$ cat config.mk
export PLATFORM = sky130hd
export DESIGN_NAME = gs_dac_mixer
export DESIGN_NICKNAME = d
export VERILOG_FILES = /design/src/rtl/gs_dac_pkg.sv /design/src/rtl/gs_dac_channel.sv /design/src/rtl/gs_dac_mixer.sv
export SDC_FILE = /design/constraint.sdc
export NUM_CORES = 1
export LEC_CHECK = 0
export BUFFER_PORTS_ARGS = -buffer_cell sky130_fd_sc_hd__buf_2
export CAP_MARGIN = 0
export CORE_ASPECT_RATIO = 1.1
export CORE_MARGIN = 4
export CORE_UTILIZATION = 50
export DETAILED_ROUTE_END_ITERATION = 7
export MAX_ROUTING_LAYER = met4
export PLACE_DENSITY = 0.72
export SYNTH_ARGS = -nofsm -noshare
export SYNTH_HDL_FRONTEND = slang
export SYNTH_HIERARCHICAL = 1
export SYNTH_SLANG_ARGS = --single-unit
$ cat constraint.sdc
create_clock -name clk32 -period 1.76 [get_ports clk32]
set_input_delay 0.264 -clock clk32 [delete_from_list [all_inputs] [get_ports clk32]]
set_output_delay 0.264 -clock clk32 [all_outputs]
set_load 0.02 [all_outputs]
$ cat src/rtl/gs_dac_pkg.sv
// Shared constants, types and helpers for the General Sound sigma-delta DAC mixer.
// Slew limiting is enabled by defining GS_DAC_SLEW_EN.
package gs_dac_pkg;

  localparam int CHANNELS_DEF = 4;
  localparam int SAMPLE_W_DEF = 8;
  localparam int VOL_W_DEF    = 6;
  localparam int VOL_STEP_DEF = 31;
  localparam int SLEW_DIV_DEF = 16;

  typedef logic [SAMPLE_W_DEF-1:0] sample_t;
  typedef logic [VOL_W_DEF-1:0]    vol_t;

  // Direction the active sample takes toward its target on a slew tick.
  typedef enum logic [1:0] {
    SLEW_HOLD = 2'd0,
    SLEW_UP   = 2'd1,
    SLEW_DOWN = 2'd2
  } slew_dir_e;

  // Channel index width; a single channel still gets a 1-bit index port.
  function automatic int ch_w(input int channels);
    return (channels > 1) ? $clog2(channels) : 1;
  endfunction

endpackage

$ cat src/rtl/gs_dac_channel.sv
// One DAC channel: sample/volume registers, volume-window enable and the
// first-order sigma-delta accumulator whose carry is the output bit (GS_DAC_SLEW_EN adds ramping).
module gs_dac_channel
  import gs_dac_pkg::*;
#(
  parameter int SAMPLE_W = SAMPLE_W_DEF,
  parameter int VOL_W    = VOL_W_DEF
) (
  input  logic                clk32,
  input  logic                rst,
  input  logic                smp_we,
  input  logic [SAMPLE_W-1:0] smp_d,
  input  logic                vol_we,
  input  logic [VOL_W-1:0]    vol_d,
  input  logic                mute,
  input  logic [VOL_W-1:0]    vol_cnt,
`ifdef GS_DAC_SLEW_EN
  input  logic                slew_tick,
`endif
  output logic                dac_out,
  output logic                vol_top
);

  logic [SAMPLE_W-1:0] target;
  logic [SAMPLE_W-1:0] active;
  logic [VOL_W-1:0]    vol;
  logic                vol_en;
  logic [SAMPLE_W:0]   acc;

  // NOTE: sequential state uses non-blocking assignments so every flop samples pre-edge values.
  always_ff @(posedge clk32 or posedge rst) begin
    if (rst) begin
      target <= '0;
      vol    <= '0;
    end else begin
      if (smp_we) target <= smp_d;
      if (vol_we) vol    <= vol_d;
    end
  end

`ifdef GS_DAC_SLEW_EN
  slew_dir_e slew_dir;

  // NOTE: combinational blocks assign a default first so no path infers a latch.
  always_comb begin
    slew_dir = SLEW_HOLD;
    if (active < target)      slew_dir = SLEW_UP;
    else if (active > target) slew_dir = SLEW_DOWN;
  end

  // A target rewrite mid-ramp simply redirects from wherever active is now.
  always_ff @(posedge clk32 or posedge rst) begin
    if (rst) begin
      active <= '0;
    end else if (slew_tick) begin
      unique case (slew_dir)
        SLEW_UP:   active <= active + 1'b1;
        SLEW_DOWN: active <= active - 1'b1;
        default:   active <= active;
      endcase
    end
  end
`else
  assign active = target;
`endif

  always_ff @(posedge clk32 or posedge rst) begin
    if (rst) vol_en <= 1'b0;
    else     vol_en <= (vol_cnt < vol) && !mute;
  end

  // Outside the window only the carry is cleared; the low bits keep the modulator phase.
  always_ff @(posedge clk32 or posedge rst) begin
    if (rst) begin
      acc <= '0;
    end else if (vol_en) begin
      acc <= {1'b0, acc[SAMPLE_W-1:0]} + {1'b0, active};
    end else begin
      acc[SAMPLE_W] <= 1'b0;
    end
  end

  assign dac_out = acc[SAMPLE_W];
  assign vol_top = vol[VOL_W-1];

endmodule

$ cat src/rtl/gs_dac_mixer.sv
// N-channel volume-scaled 1-bit DAC engine: shared volume-window counter, write decode
// and optional slew prescaler (GS_DAC_SLEW_EN) around one gs_dac_channel per output.
module gs_dac_mixer
  import gs_dac_pkg::*;
#(
  parameter  int CHANNELS = CHANNELS_DEF,
  parameter  int SAMPLE_W = SAMPLE_W_DEF,
  parameter  int VOL_W    = VOL_W_DEF,
  parameter  int VOL_STEP = VOL_STEP_DEF,
  parameter  int SLEW_DIV = SLEW_DIV_DEF,
  localparam int CH_W     = ch_w(CHANNELS)
) (
  input  logic                clk32,
  input  logic                rst,
  input  logic                smp_we,
  input  logic [CH_W-1:0]     smp_ch,
  input  logic [SAMPLE_W-1:0] smp_d,
  input  logic                vol_we,
  input  logic [CH_W-1:0]     vol_ch,
  input  logic [VOL_W-1:0]    vol_d,
  input  logic [CHANNELS-1:0] mute,
  output logic [CHANNELS-1:0] dac_out,
  output logic [CHANNELS-1:0] vol_top
);

  // An odd step visits every counter value once per 2^VOL_W cycles.
  if ((VOL_STEP % 2) == 0 || CHANNELS < 1 || CHANNELS > 16 || SLEW_DIV < 1) begin : g_bad_param
    $error("gs_dac_mixer: illegal parameter set");
  end

  localparam logic [VOL_W-1:0] VOL_INC = VOL_STEP[VOL_W-1:0];

  logic [VOL_W-1:0]    vol_cnt;
  logic [CHANNELS-1:0] smp_sel;
  logic [CHANNELS-1:0] vol_sel;

  always_ff @(posedge clk32 or posedge rst) begin
    if (rst) vol_cnt <= '0;
    else     vol_cnt <= vol_cnt + VOL_INC;
  end

  // Indices at or above CHANNELS match no channel, so they are dropped rather than aliased.
  always_comb begin
    smp_sel = '0;
    vol_sel = '0;
    for (int i = 0; i < CHANNELS; i++) begin
      smp_sel[i] = smp_we && (smp_ch == CH_W'(i));
      vol_sel[i] = vol_we && (vol_ch == CH_W'(i));
    end
  end

`ifdef GS_DAC_SLEW_EN
  localparam int DIV_W = (SLEW_DIV > 1) ? $clog2(SLEW_DIV) : 1;
  localparam logic [DIV_W-1:0] DIV_LAST = DIV_W'(SLEW_DIV - 1);

  logic [DIV_W-1:0] div_cnt;
  logic             slew_tick;

  always_ff @(posedge clk32 or posedge rst) begin
    if (rst)                    div_cnt <= '0;
    else if (div_cnt == DIV_LAST) div_cnt <= '0;
    else                        div_cnt <= div_cnt + 1'b1;
  end

  assign slew_tick = (div_cnt == DIV_LAST);
`endif

  for (genvar i = 0; i < CHANNELS; i++) begin : g_ch
    gs_dac_channel #(
      .SAMPLE_W (SAMPLE_W),
      .VOL_W    (VOL_W)
    ) u_ch (
      .clk32    (clk32),
      .rst      (rst),
      .smp_we   (smp_sel[i]),
      .smp_d    (smp_d),
      .vol_we   (vol_sel[i]),
      .vol_d    (vol_d),
      .mute     (mute[i]),
      .vol_cnt  (vol_cnt),
`ifdef GS_DAC_SLEW_EN
      .slew_tick(slew_tick),
`endif
      .dac_out  (dac_out[i]),
      .vol_top  (vol_top[i])
    );
  end

endmodule

Yosys cells after proc, flatten, opt, wreduce, memory -nomap -nowiden
Cells that the tools add are included.
- bits in registers: 102
- output and inout port bits: 8
- logic and storage cells: 58
- $add $sub $neg: 5
- $lt $le $gt $ge: 4
- eq/ne operators: 6
- mux-type cells: 4
- reduce and logical (&&, ||, !) cells: 18
- operators by type and width (operator ; count):
    adder 8 x 8 -> 9 bit ; 4
    less-than comparator 6 bit ; 4
    logical AND 1 bit ; 12
    == test 2 bit (second input constant) ; 4
    adder 6 x 5 -> 6 bit (second input constant) ; 1
    == test 2 x 1 -> 1 bit (second input constant) ; 2
    logical NOT 1 bit ; 4
    logical NOT 2 bit ; 2
    two-way mux 1 bit ; 4

Logic depth before layout (Yosys ltp)
Gate-level depths: netlist of the first run.
- word-level depth: 2
- mapped depth: 7

By module
Netlist of the first run, hierarchy kept.
- modules (own cells, without submodules) (module ; times used ; cells an instance ; area each (um^2) ; seq. area each (um^2)):
    gs_dac_channel at g_ch[0].u_ch ... ; 3 ; 130 ; 1358.8 ; 600.6
    gs_dac_channel at g_ch[1].u_ch ; 1 ; 130 ; 1357.6 ; 600.6
    gs_dac_mixer ; 1 ; 30 ; 300.3 ; 150.1

Least setup slack after synthesis of the first run
Ideal clock, no wire load.
- kind: register to register
- start point: register g_ch[0].u_ch.target[0]
- end point: register g_ch[0].u_ch.acc[6]
- library setup time: 132 ps
- arrival: 1682 ps
- data required time: 1628 ps
- path slack: -54 ps
- stages on the path, launching flop included: 8
- buffers on the path: 0
- period minus slack after synthesis: 1814 ps
- path through: dfrtp_1 > ha_1 > inv_1 > fa_1 > nor2b_4 > o31a_1 > o2111ai_2 > or3b_1
- cells in the longest elaborated chain, start to end: 1
- ends and longest elaborated chain (what ; RTL line ; source):
    from (decl) ; gs_dac_channel.sv:24 ; logic [SAMPLE_W-1:0] target;
    from (signal assigned) ; gs_dac_channel.sv:36 ; if (smp_we) target <= smp_d;
    adder 8 x 8 -> 9 bit ; gs_dac_channel.sv:77 ; acc <= {1'b0, acc[SAMPLE_W-1:0]} + {1'b0, active};
    to (signal assigned) ; gs_dac_channel.sv:77 ;
    to (decl) ; gs_dac_channel.sv:28 ; logic [SAMPLE_W:0] acc;
Every way passes these cells.
A chain may end at the register's enable or synchronous reset.

Final worst setup path of the first run
- start point: register g_ch[1].u_ch.acc[0]
- end point: register g_ch[1].u_ch.acc[6]
- cells in the longest elaborated chain, start to end: 1
- ends and longest elaborated chain (what ; RTL line):
    from (decl) ; gs_dac_channel.sv:28
    from (signal assigned) ; gs_dac_channel.sv:77
    adder 8 x 8 -> 9 bit ; gs_dac_channel.sv:77
Every way passes these cells.

==> key figures, run 1 <==
Outcome
  • Status: finished with violations
  • Failing checks: negative setup slack

STA
  • Worst Clk Skew: 9.392 ps
  • Slew headroom: 0.5298
  • Setup violators final: 8
  • Slew Viols, Final: 0
  • Period Utilization, post-route: 1.061
  • Post-route setup slack: -106.5 ps
  • Worst-Margin Slew: 705.3 ps
  • F_max: 535.8 MHz
  • RSZ-0062 raised after global routing: yes
  • Post-layout minimum cycle time: 1867 ps
  • Endpoints failing hold: 0

Min path
  • Hold Path Origin: mute[1]
  • Worst Hold Class: primary input to register
  • Number of cells on the worst hold path: 2
  • Hold endpoint: g_ch[1].u_ch/vol_en$_DFF_PP0_

Logic synthesis
  • Cells after Synth: 550
  • Dominant synthesized flop cell: dfrtp_1
  • Synth async-reset ratio: 1.000
  • Mapped cell area: 5734 um^2
  • #FFs+latches synth: 102
  • Sequential-to-total area share from yosys stat: 0.4451
  • Cell variety after synth: 38
  • Syn Nets: 633
  • Syn Area/Cell: 10.43 um^2
  • Synth warn: 6
  • Post-synth EDFFs: 0

Setup path
  • RR Startpoint: g_ch[1].u_ch/acc[0]$_DFFE_PP0P_
  • Worst path buffer plus inverter count: 1
  • Reg2reg end: g_ch[1].u_ch/acc[6]$_DFFE_PP0P_
  • Critical path's slowest cell: dfrtp_1
  • CP startpoint kind: register
  • Worst R2R Path Depth: 7
  • Setup CP Type: register to register
  • WP data arrival: 2090 ps
  • Worst path required time: 1980 ps
  • CP delay by family, top: compound AO/OA/AOI/OAI gates
  • Critical path depth in cells: 7
  • Worst-path maximum fanout: 4
  • Critical Path End Type: register
  • Crit-path cells: ha_2, inv_2, fa_2, nor2b_4, o31a_1, o2111ai_2, or3b_1
  • Register-to-register setup slack: -110 ps
  • Max incr delay on CP: 390 ps

Clocking
  • Clock-pin slew on the worst setup and hold paths: 60 ps
  • CTS buffer count: 9
  • Clk sinks: 102
  • Max Root-Sink Buffers: 2
  • H-tree depth: 3
  • Worst-Skew Late Latency: 350 ps
  • CTS tree: done
  • Clock Root Buffer: clkbuf_16

Floorplan
  • Die X: 110.1 um
  • Row count: 40
  • CORE AREA: 11060 um^2
  • Chip Height: 120.3 um
  • Initial Utilization: 0.5184
  • I/O pin total: 34
  • DIE AREA: 13250 um^2

GRT
  • Met1 Usage GRT: 0.2484
  • First-pass GRT wire length: 20200 um
  • Total track usage: 0.1999
  • Largest net degree at the start of global routing: 25
  • GR peak layer: met2
  • Grt total ovfl: 0
  • M2 GR Usage: 0.3300
  • Initial antenna violation count: 0
  • Met3 Usage GRT: 0.02563
  • Vias in the first global route: 4379

Pwr
  • PwrDens: 1515 nW/um^2
  • Share of total power in the clock network: 0.207
  • Leak: 0.003076 uW
  • Internal: 6509 uW
  • Worst-case vdd ir drop: 0.5943 mV
  • Sw Ratio: 0.3587
  • NetSw: 3641 uW
  • Combinational share of power: 0.458
  • Sequential share of power: 0.335

Route
  • DRT iter0 DRCs: 184
  • Via density: 5.528
  • Average wire per standard cell: 15.69 um
  • DRT Pass-1 Iters: 4
  • ANT nets after route: 0
  • Total number of vias: 4218
  • Routed wire length: 11970 um
  • # DRC: 0

Placement
  • # port buffers: 33
  • DP Worst Slack: -128.7 ps
  • Post-DP HPWL: 8631 um
  • Post-placement cell count: 737
  • Gpl congestion: 0.8441

Layout
  • Fin cells: 763
  • Ant. Diodes: 0
  • Layout area overhead: 16.80%
  • Fill cell count: 908
  • Layout cells sized above 1: 0.2597
  • Net count, final: 694

Flow run
  • Max_cap viols: 0
## state kept, by name, summed over array words and instances (netlist names)
signal and count:
g_ch.u_ch/vol 24, g_ch.u_ch/active 32, g_ch.u_ch/vol_en 4, g_ch.u_ch/acc 36, vol_cnt 6
## power by group through the flow
stage,Clock (uW),Combinational (uW),Sequential (uW)
floorplan,0,3300,3300
global placement,0,3990,3390
detailed placement,0,4210,3430
CTS,2170,4420,3390
global route,2270,5250,3480
finish,2100,4650,3400
## layer usage
| metal | up-vias | part of all wire |
|---|---|---|
| met3 | 16 | 0.029 |
| met4 | 0 | 0.016 |
| met1 | 2081 | 0.45 |
| li1 | 2063 | - |
| met2 | 58 | 0.50 |
| met5 | - | 0 |
## metrics by stage
step / cell area [um^2] / power, uW / util / TNS (ps) / hold WS, ps
after floorplan: 5744 / 6595 / - / -165.0 / 54.96
after detailed placement: 6211 / 7636 / 0.5615 / -585.4 / 243.9
final: 6698 / 10150 / 0.6055 / -571.2 / 117.1
after CTS: 6610 / 9976 / 0.5976 / -750.7 / 108.6
after global placement: 6211 / 7382 / 0.5615 / -203.0 / 237.3
after global routing: 6698 / 11000 / 0.6055 / -1319 / 110.7
## cell type report
type | count | area, um^2 | area share
clock buffer | 10 | 229.0 | 0.03419
clock inverter | 6 | 86.33 | 0.01289
inverter | 52 | 195.2 | 0.02914
multi-input combinational | 376 | 2998 | 0.4476
sequential | 102 | 2552 | 0.3811
tap | 147 | 183.9 | 0.02746
timing repair buffer | 70 | 452.9 | 0.06763
## worst max-delay path by stage
stage / endpoint / slack [ps] / startpoint
after global routing: g_ch[1].u_ch/acc[6]$_DFFE_PP0P_ / -170 / g_ch[1].u_ch/acc[0]$_DFFE_PP0P_
after floorplan: g_ch[0].u_ch/acc[6]$_DFFE_PP0P_ / -40 / g_ch[0].u_ch/active[0]$_DFFE_PP0P_
final: g_ch[1].u_ch/acc[6]$_DFFE_PP0P_ / -110 / g_ch[1].u_ch/acc[0]$_DFFE_PP0P_
after CTS: g_ch[3].u_ch/acc[6]$_DFFE_PP0P_ / -130 / g_ch[3].u_ch/acc[0]$_DFFE_PP0P_
after detailed placement: g_ch[3].u_ch/acc[6]$_DFFE_PP0P_ / -130 / g_ch[3].u_ch/active[0]$_DFFE_PP0P_
after global placement: g_ch[1].u_ch/acc[6]$_DFFE_PP0P_ / -70 / g_ch[1].u_ch/active[0]$_DFFE_PP0P_
## cell families (layout without fill, tap and decap cells)
group | count (synthesis) | count (layout) | share of synthesized area
compound gates | 144 | 144 | 0.1564
xor+xnor | 11 | 11 | 0.01680
fa+ha+maj | 57 | 57 | 0.1296
buf+inv | 72 | 138 | 0.04888
flops | 102 | 102 | 0.4451
mux | 52 | 52 | 0.1004
simple gates | 112 | 112 | 0.1028
## worst register-to-register path: cells and delay by family (launching register included)
family | cells | cell delay [ps]
compound gates | 2 | 490
fa+ha+maj | 2 | 420
simple gates | 2 | 400
flops | 1 | 390
buf+inv | 1 | 50
## cells in the mapped netlist (5+ instances only)
cell type  count  area, um^2
dfrtp_1      102        2552
ha_1          53       663.1
inv_1         52       195.2
o21ai_0       52       260.3
mux2_2        44       495.5
a21oi_1       36       180.2
nand2_1       36       135.1
nor2_1        28       105.1
a21o_1        12       90.09
a211oi_1      11       82.58
nand3_1       11       55.05
buf_2          8       40.04
clkbuf_1       8       30.03
mux2i_1        8       80.08
o21a_1         7       52.55
nor3b_1        6       45.04
xnor2_1        6       52.55
o31ai_1        5       37.54
xor2_1         5       43.79
## cell usage in the layout, fill, tap and decap left out, types with 5 or more instances in the layout
cell type and instances:
dfrtp_1 102, ha_1 49, inv_1 48, o21ai_0 48, mux2_2 41, nand2_1 36, buf_4 34, buf_2 33
a21oi_1 32, nor2_1 28, a21o_1 12, nand3_1 11, clkbuf_16 9, a211oi_1 9, mux2i_1 8, o21a_1 7
xnor2_1 6, nor3b_1 6, xor2_1 5
## repair_timing
action                                  in CTS  in global routing
gates resized for setup                     13                 17
pin swaps                                    9                 11
hold buffers                                 1                  0
setup buffers                                5                  4
endpoints found under the hold margin       30                  0
endpoints found under the setup margin       8                 17
(Power assumes the default switching activity.)
==> inputs of run 2 (changes only) <==
--- a/config.mk
+++ b/config.mk
@@ -5,6 +5,7 @@
 export SDC_FILE = /design/constraint.sdc
 export NUM_CORES = 1
 export LEC_CHECK = 0
+export ABC_AREA = 1
 export BUFFER_PORTS_ARGS = -buffer_cell sky130_fd_sc_hd__buf_2
 export CAP_MARGIN = 0
 export CORE_ASPECT_RATIO = 1.1
==> constraint.sdc (replaced) <==
create_clock -name clk32 -period 1.76 [get_ports clk32]
set_input_delay 0 -clock clk32 [delete_from_list [all_inputs] [get_ports clk32]]
set_output_delay 0 -clock clk32 [all_outputs]
set_load 0.02 [all_outputs]
==> run 2 against run 1 <==
  * Core utilization decreased by 1.2 points
  * Non-clock buffer count decreased by 6
  * The run now ends clean
  * Sequential share of layout area increased by 0.78 points
  * Fmax increased by 15%
  * Synthesized cell count increased by 18%
  * Die area decreased by 0.29%
  * Largest cell class unchanged
  * First-iteration DRC count increased by 55%
  * Combinational power decreased by 19%
==> key figures, run 2 <==
Route
  • Routed wire length: 11800 um (was 11970 um)
  • Total number of vias: 4439 (was 4218)
  • ANT nets after route: 0 (unchanged)
  • DRT Pass-1 Iters: 4 (unchanged)
  • Average wire per standard cell: 13.68 um (was 15.69 um)
  • Via density: 5.150 (was 5.528)
  • # DRC: 0 (unchanged)
  • DRT iter0 DRCs: 286 (was 184)

Layout
  • Fill cell count: 936 (was 908)
  • Layout area overhead: 14.82% (was 16.80%)
  • Most frequent cells in the layout: 159 x nand2_1, 102 x dfrtp_1, 89 x inv_1 (was 102 x dfrtp_1, 49 x ha_1, 48 x inv_1, 48 x o21ai_0, 41 x mux2_2)
  • Ant. Diodes: 0 (unchanged)
  • Finished Core Util: 0.5934 (was 0.6055)
  • Max FFs per register: 36 (unchanged)
  • Commonest non-fill, non-tap cell in the layout: nand2_1 (was dfrtp_1)
  • Largest Register: g_ch.u_ch/acc (unchanged)
  • Net count, final: 794 (was 694)
  • Largest registers: g_ch.u_ch/acc x36, g_ch.u_ch/active x32, g_ch.u_ch/vol x24 (unchanged)
  • Layout cells sized above 1: 0.1566 (was 0.2597)
  • Fin cells: 862 (was 763)

Clocking
  • Max Root-Sink Buffers: 2 (unchanged)
  • Clock Root Buffer: clkbuf_16 (unchanged)
  • Clk sinks: 102 (unchanged)
  • CTS buffer count: 9 (unchanged)
  • Worst-Skew Late Latency: 340 ps (was 350 ps)
  • Clock-pin slew on the worst setup and hold paths: 70 ps (was 60 ps)
  • Post-CTS Setup Inserts: 0 (was 5)
  • H-tree depth: 3 (unchanged)
  • CTS tree: done (unchanged)

Logic synthesis
  • Cell variety after synth: 23 (was 38)
  • Cells after Synth: 648 (was 550)
  • Sequential-to-total area share from yosys stat: 0.4465 (was 0.4451)
  • Simple-gate share of the synthesized area: 0.2145 (was 0.1028)
  • Post-synthesis compound-gate area fraction: 0.07573 (was 0.1564)
  • Post-synth top cells: 162 x nand2_1, 102 x dfrtp_1, 89 x inv_1 (was 102 x dfrtp_1, 53 x ha_1, 52 x inv_1, 52 x o21ai_0, 44 x mux2_2)
  • Post-Synth Adder-Cell Area: 0.1300 (was 0.1296)
  • #FFs+latches synth: 102 (unchanged)
  • Top cells by area, synth: dfrtp_1 45%, ha_1 12%, nand2_1 11%, inv_1 5.8%, mux2_2 5.5% (was dfrtp_1 45%, ha_1 12%, mux2_2 8.6%, o21ai_0 4.5%, inv_1 3.4%)
  • Most frequent cell after synthesis: nand2_1 (was dfrtp_1)
  • Mapped cell area: 5717 um^2 (was 5734 um^2)
  • Synth async-reset ratio: 1.000 (unchanged)
  • Post-synth EDFFs: 0 (unchanged)
  • Largest area contributor in the netlist: dfrtp_1 (unchanged)
  • Synth Area in XOR/XNOR: 0.003064 (was 0.01680)
  • Post-synth top area share: 0.4465 (was 0.4451)
  • Synth warn: 6 (unchanged)
  • Syn Nets: 731 (was 633)
  • Post-synthesis mux area share: 0.05515 (was 0.1004)
  • Largest family of logic cells by synthesized area: simple AND/OR/NAND/NOR gates (was compound AO/OA/AOI/OAI gates)
  • Syn Area/Cell: 8.822 um^2 (was 10.43 um^2)
  • Dominant synthesized flop cell: dfrtp_1 (unchanged)

Floorplan
  • Chip Height: 120.1 um (was 120.3 um)
  • Row count: 40 (unchanged)
  • CORE AREA: 11060 um^2 (unchanged)
  • Initial Utilization: 0.5169 (was 0.5184)
  • I/O pin total: 34 (unchanged)
  • Die X: 110.0 um (was 110.1 um)
  • DIE AREA: 13210 um^2 (was 13250 um^2)

Placement
  • # port buffers: 33 (unchanged)
  • Gpl congestion: 0.8494 (was 0.8441)
  • Post-placement cell count: 828 (was 737)
  • Post-DP HPWL: 8692 um (was 8631 um)
  • DP Worst Slack: 112.4 ps (was -128.7 ps)

STA
  • Period Utilization, post-route: 0.9254 (was 1.061)
  • F_max: 614.0 MHz (was 535.8 MHz)
  • TNS Setup: 0 ps (was -571.2 ps)
  • Worst Clk Skew: 5.568 ps (was 9.392 ps)
  • Slew Viols, Final: 0 (unchanged)
  • Post-layout minimum cycle time: 1629 ps (was 1867 ps)
  • RSZ-0062 raised after global routing: yes (unchanged)
  • Hold Slack: 141.3 ps (was 117.1 ps)
  • Post-route setup slack: 131.2 ps (was -106.5 ps)
  • Worst-Margin Slew: 373.5 ps (was 705.3 ps)
  • Setup violators final: 0 (was 8)
  • Slew headroom: 0.7510 (was 0.5298)
  • Endpoints failing hold: 0 (unchanged)

Setup path
  • Setup CP Type: register to register (unchanged)
  • RR Startpoint: g_ch[3].u_ch/acc[0]$_DFFE_PP0P_ (was g_ch[1].u_ch/acc[0]$_DFFE_PP0P_)
  • Critical path's slowest cell: dfrtp_1 (unchanged)
  • Crit-path cells: ha_1, inv_1, fa_1, inv_1, nand2_1, nand2_1, nand3b_4, nand2_2, nand2_2, nand3_1, nand2_1 (was ha_2, inv_2, fa_2, nor2b_4, o31a_1, o2111ai_2, or3b_1)
  • CP startpoint kind: register (unchanged)
  • Worst path required time: 1990 ps (was 1980 ps)
  • Critical Path Most Common Cell: nand2_1
  • Crit. Startpoint: g_ch[3].u_ch/acc[0]$_DFFE_PP0P_ (was g_ch[1].u_ch/acc[0]$_DFFE_PP0P_)
  • Worst-path maximum fanout: 3 (was 4)
  • Critical Path End Type: register (unchanged)
  • WP data arrival: 1860 ps (was 2090 ps)
  • Max incr delay on CP: 350 ps (was 390 ps)

GRT
  • Total track usage: 0.2025 (was 0.1999)
  • Vias in the first global route: 4539 (was 4379)
  • Largest net degree at the start of global routing: 25 (unchanged)
  • First-pass GRT wire length: 20640 um (was 20200 um)
  • Initial antenna violation count: 0 (unchanged)
  • Grt total ovfl: 0 (unchanged)

Flow run
  • Max_cap viols: 0 (unchanged)

Outcome
  • Status: completed (was finished with violations)

Pwr
  • PwrDens: 1385 nW/um^2 (was 1515 nW/um^2)
  • Worst-case vdd ir drop: 0.6558 mV (was 0.5943 mV)
  • Leak: 0.003402 uW (was 0.003076 uW)

Min path
  • Worst Hold Class: primary input to register (unchanged)
  • Hold Path Origin: vol_ch[1] (was mute[1])
-- run 2: routing by layer --
layer  track usage  share of wire
met1        0.2530           0.44
met4       0.07015          0.024
met3       0.03443          0.032
met5             -              0
met2        0.3308           0.50
-- run 2: where the power goes --
part           internal (uW)  leakage (uW)  switching [uW]  total (uW)
Clock                   1130      0.000141             840        1970
Sequential              2970       0.00123             385        3350
Combinational           1620       0.00203            2150        3770
Total                   5710       0.00340            3380        9090
-- run 2: worst max-delay path: cells and delay by family, from the launching register on --
family | cells | cell delay [ps]
adders and majority gates | 2 | 510
buffers and inverters | 2 | 130
DFF | 1 | 350
and+or+nand+nor | 7 | 530
-- run 2: path summary, 6_finish.rpt --
kind / endpoint / slack [ps] / cells after the start
min in group asynchronous: vol_cnt[0]$_DFF_PP0_ / 160 / 3
min: g_ch[0].u_ch/vol[4]$_DFFE_PP0P_ / 140 / 5
min reg2reg: g_ch[2].u_ch/acc[0]$_DFFE_PP0P_ / 480 / 2
max: g_ch[3].u_ch/acc[6]$_DFFE_PP0P_ / 130 / 11
max reg2reg: g_ch[3].u_ch/acc[6]$_DFFE_PP0P_ / 130 / 11
max in group asynchronous: g_ch[0].u_ch/vol_en$_DFF_PP0_ / 1210 / 4
-- run 2: what timing repair did --
item                                   CTS  global route
hold buffers                            19             0
endpoints found under the hold margin  158             0
setup endpoints to repair                0             4
gates resized for setup                  0             3
-- run 2: final cells by class --
| class | count | area (um^2) | share of cell area |
|---|---|---|---|
| clock inverter | 4 | 47.55 | 0.007244 |
| timing repair buffer | 64 | 445.4 | 0.06786 |
| clock buffer | 11 | 242.7 | 0.03698 |
| inverter | 93 | 349.1 | 0.05318 |
| multi-input combinational | 441 | 2743 | 0.4178 |
| sequential | 102 | 2552 | 0.3889 |
| tap | 147 | 183.9 | 0.02802 |
-- run 2: kinds of logic (layout without fill, tap and decap cells) --
| family | count (synthesis) | after routing |
|---|---|---|
| AND/OR/NAND/NOR | 268 | 268 |
| buffers and inverters | 105 | 172 |
| flip-flops | 102 | 102 |
| AO/OA/AOI/OAI | 86 | 86 |
| adder cells (fa/ha/maj) | 57 | 57 |
| multiplexers | 28 | 28 |
| XOR/XNOR | 2 | 2 |
-- run 2: through the flow --
step                cell area (um^2)  total power (uW)
finish                          6564              9093
global placement                6076              6895
global route                    6564              9927
detailed placement              6076              7071
CTS                             6556              9120
floorplan                       5717              6320
==> inputs of run 3 (changes only) <==
--- a/config.mk
+++ b/config.mk
@@ -14,6 +14,7 @@
 export DETAILED_ROUTE_END_ITERATION = 7
 export MAX_ROUTING_LAYER = met4
 export PLACE_DENSITY = 0.72
+export SETUP_SLACK_MARGIN = 0.2
 export SYNTH_ARGS = -nofsm -noshare
 export SYNTH_HDL_FRONTEND = slang
 export SYNTH_HIERARCHICAL = 1
==> run 3 against run 2 <==
  * Die area unchanged
  * Register-to-register slack improved by 30 ps
  * Sequential share of layout area decreased by 0.96 points
  * Final cell count up 0.93%
  * Fmax grew 1.6%
  * Worst setup slack improved by 26 ps
  * Sequential cell count is the same
  * Largest cell class unchanged
  * Highest routed layer unchanged
==> key figures, run 3 (same netlist as run 2, synthesis figures left out) <==
Layout
  • Commonest non-fill, non-tap cell in the layout: nand2_1 (unchanged)
  • Max FFs per register: 36 (unchanged)
  • Layout area overhead: 17.73% (was 14.82%)
  • Fin cells: 870 (was 862)
  • Largest registers: g_ch.u_ch/acc x36, g_ch.u_ch/active x32, g_ch.u_ch/vol x24 (unchanged)
  • Net count, final: 802 (was 794)
  • Most frequent cells in the layout: 154 x nand2_1, 102 x dfrtp_1, 82 x inv_1 (was 159 x nand2_1, 102 x dfrtp_1, 89 x inv_1)
  • Layout cells sized above 1: 0.2047 (was 0.1566)
  • Ant. Diodes: 0 (unchanged)
  • Largest Register: g_ch.u_ch/acc (unchanged)
  • Post-route cell area: 6730 um^2 (was 6564 um^2)

Clocking
  • Clock-pin slew on the worst setup and hold paths: 70 ps (about the same)
  • CTS tree: done (unchanged)
  • H-tree depth: 3 (unchanged)
  • Clk sinks: 102 (unchanged)
  • Worst-Skew Late Latency: 340 ps (about the same)
  • Clock Root Buffer: clkbuf_16 (unchanged)
  • CTS buffer count: 9 (unchanged)
  • Max Root-Sink Buffers: 2 (unchanged)

STA
  • F_max: 623.7 MHz (was 614.0 MHz)
  • Slew headroom: 0.7382 (was 0.7510)
  • TNS Setup: 0 ps (unchanged)
  • Worst-Margin Slew: 392.8 ps (was 373.5 ps)
  • Post-route setup slack: 156.8 ps (was 131.2 ps)
  • Slew Viols, Final: 0 (unchanged)
  • Endpoints failing hold: 0 (unchanged)
  • Period Utilization, post-route: 0.9109 (was 0.9254)
  • Post-layout minimum cycle time: 1603 ps (was 1629 ps)
  • RSZ-0062 raised after global routing: yes (unchanged)
  • Setup violators final: 0 (unchanged)
  • Worst Clk Skew: 6.083 ps (was 5.568 ps)

Min path
  • Worst Hold Class: primary input to register (unchanged)
  • Hold endpoint: g_ch[0].u_ch/vol[4]$_DFFE_PP0P_ (unchanged)
  • Hold Path Origin: vol_ch[0] (was vol_ch[1])
  • Number of cells on the worst hold path: 5 (unchanged)

Pwr
  • Internal: 5907 uW (was 5714 uW)
  • Sw Ratio: 0.3790 (was 0.3716)
  • Share of total power in the clock network: 0.208 (was 0.217)
  • PwrDens: 1413 nW/um^2 (was 1385 nW/um^2)
  • Pwr Total: 9512 uW (was 9093 uW)
  • NetSw: 3605 uW (was 3379 uW)
  • Sequential share of power: 0.353 (was 0.368)
  • Worst-case vdd ir drop: 0.6862 mV (was 0.6558 mV)
  • Combinational share of power: 0.439 (was 0.415)
  • Leak: 0.003451 uW (was 0.003402 uW)

Route
  • M1 WL: 5417 um (was 5229 um)
  • Via density: 5.177 (was 5.150)
  • Total number of vias: 4504 (was 4439)
  • DRT iter0 DRCs: 241 (was 286)
  • Routed wire length: 12300 um (was 11800 um)
  • Average wire per standard cell: 14.13 um (was 13.68 um)
  • ANT nets after route: 0 (unchanged)
  • WL met3: 339 um (was 379 um)
  • # DRC: 0 (unchanged)
  • Routed wl met2: 6212 um (was 5905 um)
  • DRT Pass-1 Iters: 4 (unchanged)
  • Highest metal used: met4 (unchanged)

GRT
  • Largest net degree at the start of global routing: 25 (unchanged)
  • Initial antenna violation count: 0 (unchanged)
  • Grt total ovfl: 0 (unchanged)
  • Vias in the first global route: 4566 (was 4539)
  • Total track usage: 0.2056 (was 0.2025)
  • First-pass GRT wire length: 20890 um (was 20640 um)

Setup path
  • Register-to-register setup slack: 160 ps (was 130 ps)
  • WP data arrival: 1830 ps (was 1860 ps)
  • Reg2reg end: g_ch[1].u_ch/acc[6]$_DFFE_PP0P_ (was g_ch[3].u_ch/acc[6]$_DFFE_PP0P_)
  • CP startpoint kind: register (unchanged)
  • Worst path required time: 1990 ps (about the same)
  • Setup CP Type: register to register (unchanged)
  • RR Startpoint: g_ch[1].u_ch/acc[0]$_DFFE_PP0P_ (was g_ch[3].u_ch/acc[0]$_DFFE_PP0P_)
  • Worst R2R Path Depth: 11 (unchanged)
  • Critical Path End Type: register (unchanged)
  • Worst-path maximum fanout: 3 (unchanged)

Placement
  • # port buffers: 33 (unchanged)
  • Gpl congestion: 0.8494 (unchanged)
  • Area after DPL: 6076 um^2 (unchanged)
  • Post-DP HPWL: 8692 um (unchanged)
  • Post-placement cell count: 828 (unchanged)
  • DP Worst Slack: 112.4 ps (unchanged)

Floorplan
  • CORE AREA: 11060 um^2 (unchanged)
  • Die X: 110.0 um (unchanged)
  • Initial Utilization: 0.5169 (unchanged)
  • I/O pin total: 34 (unchanged)
  • Chip Height: 120.1 um (unchanged)
  • Row count: 40 (unchanged)
  • DIE AREA: 13210 um^2 (unchanged)

Outcome
  • Status: completed (unchanged)

Flow run
  • Max_cap viols: 0 (unchanged)
run 3: repair_timing:
action	4_1_cts	5_1_grt
pin swaps	6	9
setup endpoints to repair	9	12
gates resized for setup	24	14
hold buffers	19	0
hold endpoints to repair	158	0
setup buffers	3	5
run 3: metrics by stage:
stage	hold WS, ps	util
after global placement	-35.45	0.5493
after CTS	116.8	0.5998
after floorplan	-209.0	-
after detailed placement	-31.12	0.5493
after global routing	173.2	0.6085
final	142.2	0.6085
run 3: per-layer routing:
layer | up-vias | global-route usage
li1 | 2237 | -
met1 | 2172 | 0.2554
met2 | 71 | 0.3380
met3 | 24 | 0.03443
met4 | 0 | 0.07015
met5 | - | -
run 3: power by group through the flow:
stage / clock network, uW / registers (uW) / logic, uW
floorplan: 0 / 3280 / 3040
global placement: 0 / 3350 / 3550
detailed placement: 0 / 3380 / 3690
CTS: 2020 / 3360 / 3900
global route: 2110 / 3440 / 4780
finish: 1980 / 3360 / 4170
run 3: worst max-delay path, stage by stage, from the launching register on:
cell and delay (ps):
dfrtp_1 360, ha_2 190, inv_2 40, fa_2 350, inv_2 80, nand2_2 70, nand2_4 80, nand3b_4 80
nand2_2 60, nand2_2 60, nand3_2 60, nand2_1 60
run 3: final cells by class:
class                           count  area (um^2)
Inverter                           93        349.1
Clock inverter                      4        47.55
Fill cell                         914         4330
Clock buffer                       11        242.7
Tap cell                          147        183.9
Multi-Input combinational cell    441         2849
Sequential cell                   102         2552
Timing Repair Buffer               72        505.5
run 3: worst max path at each step:
stage                                                  start                              end  slack [ps]  cells after the start
after floorplan           g_ch[0].u_ch/active[0]$_DFFE_PP0P_  g_ch[0].u_ch/acc[6]$_DFFE_PP0P_         250                     11
final                        g_ch[1].u_ch/acc[0]$_DFFE_PP0P_  g_ch[1].u_ch/acc[6]$_DFFE_PP0P_         160                     11
after detailed placement  g_ch[2].u_ch/active[0]$_DFFE_PP0P_  g_ch[2].u_ch/acc[6]$_DFFE_PP0P_         110                     11
after global placement    g_ch[1].u_ch/active[0]$_DFFE_PP0P_  g_ch[1].u_ch/acc[6]$_DFFE_PP0P_         180                     11
after global routing      g_ch[1].u_ch/active[0]$_DFFE_PP0P_  g_ch[1].u_ch/acc[6]$_DFFE_PP0P_          50                     11
after CTS                    g_ch[0].u_ch/acc[0]$_DFFE_PP0P_    g_ch[0].u_ch/acc[8]$_DFF_PP0_         200                     10
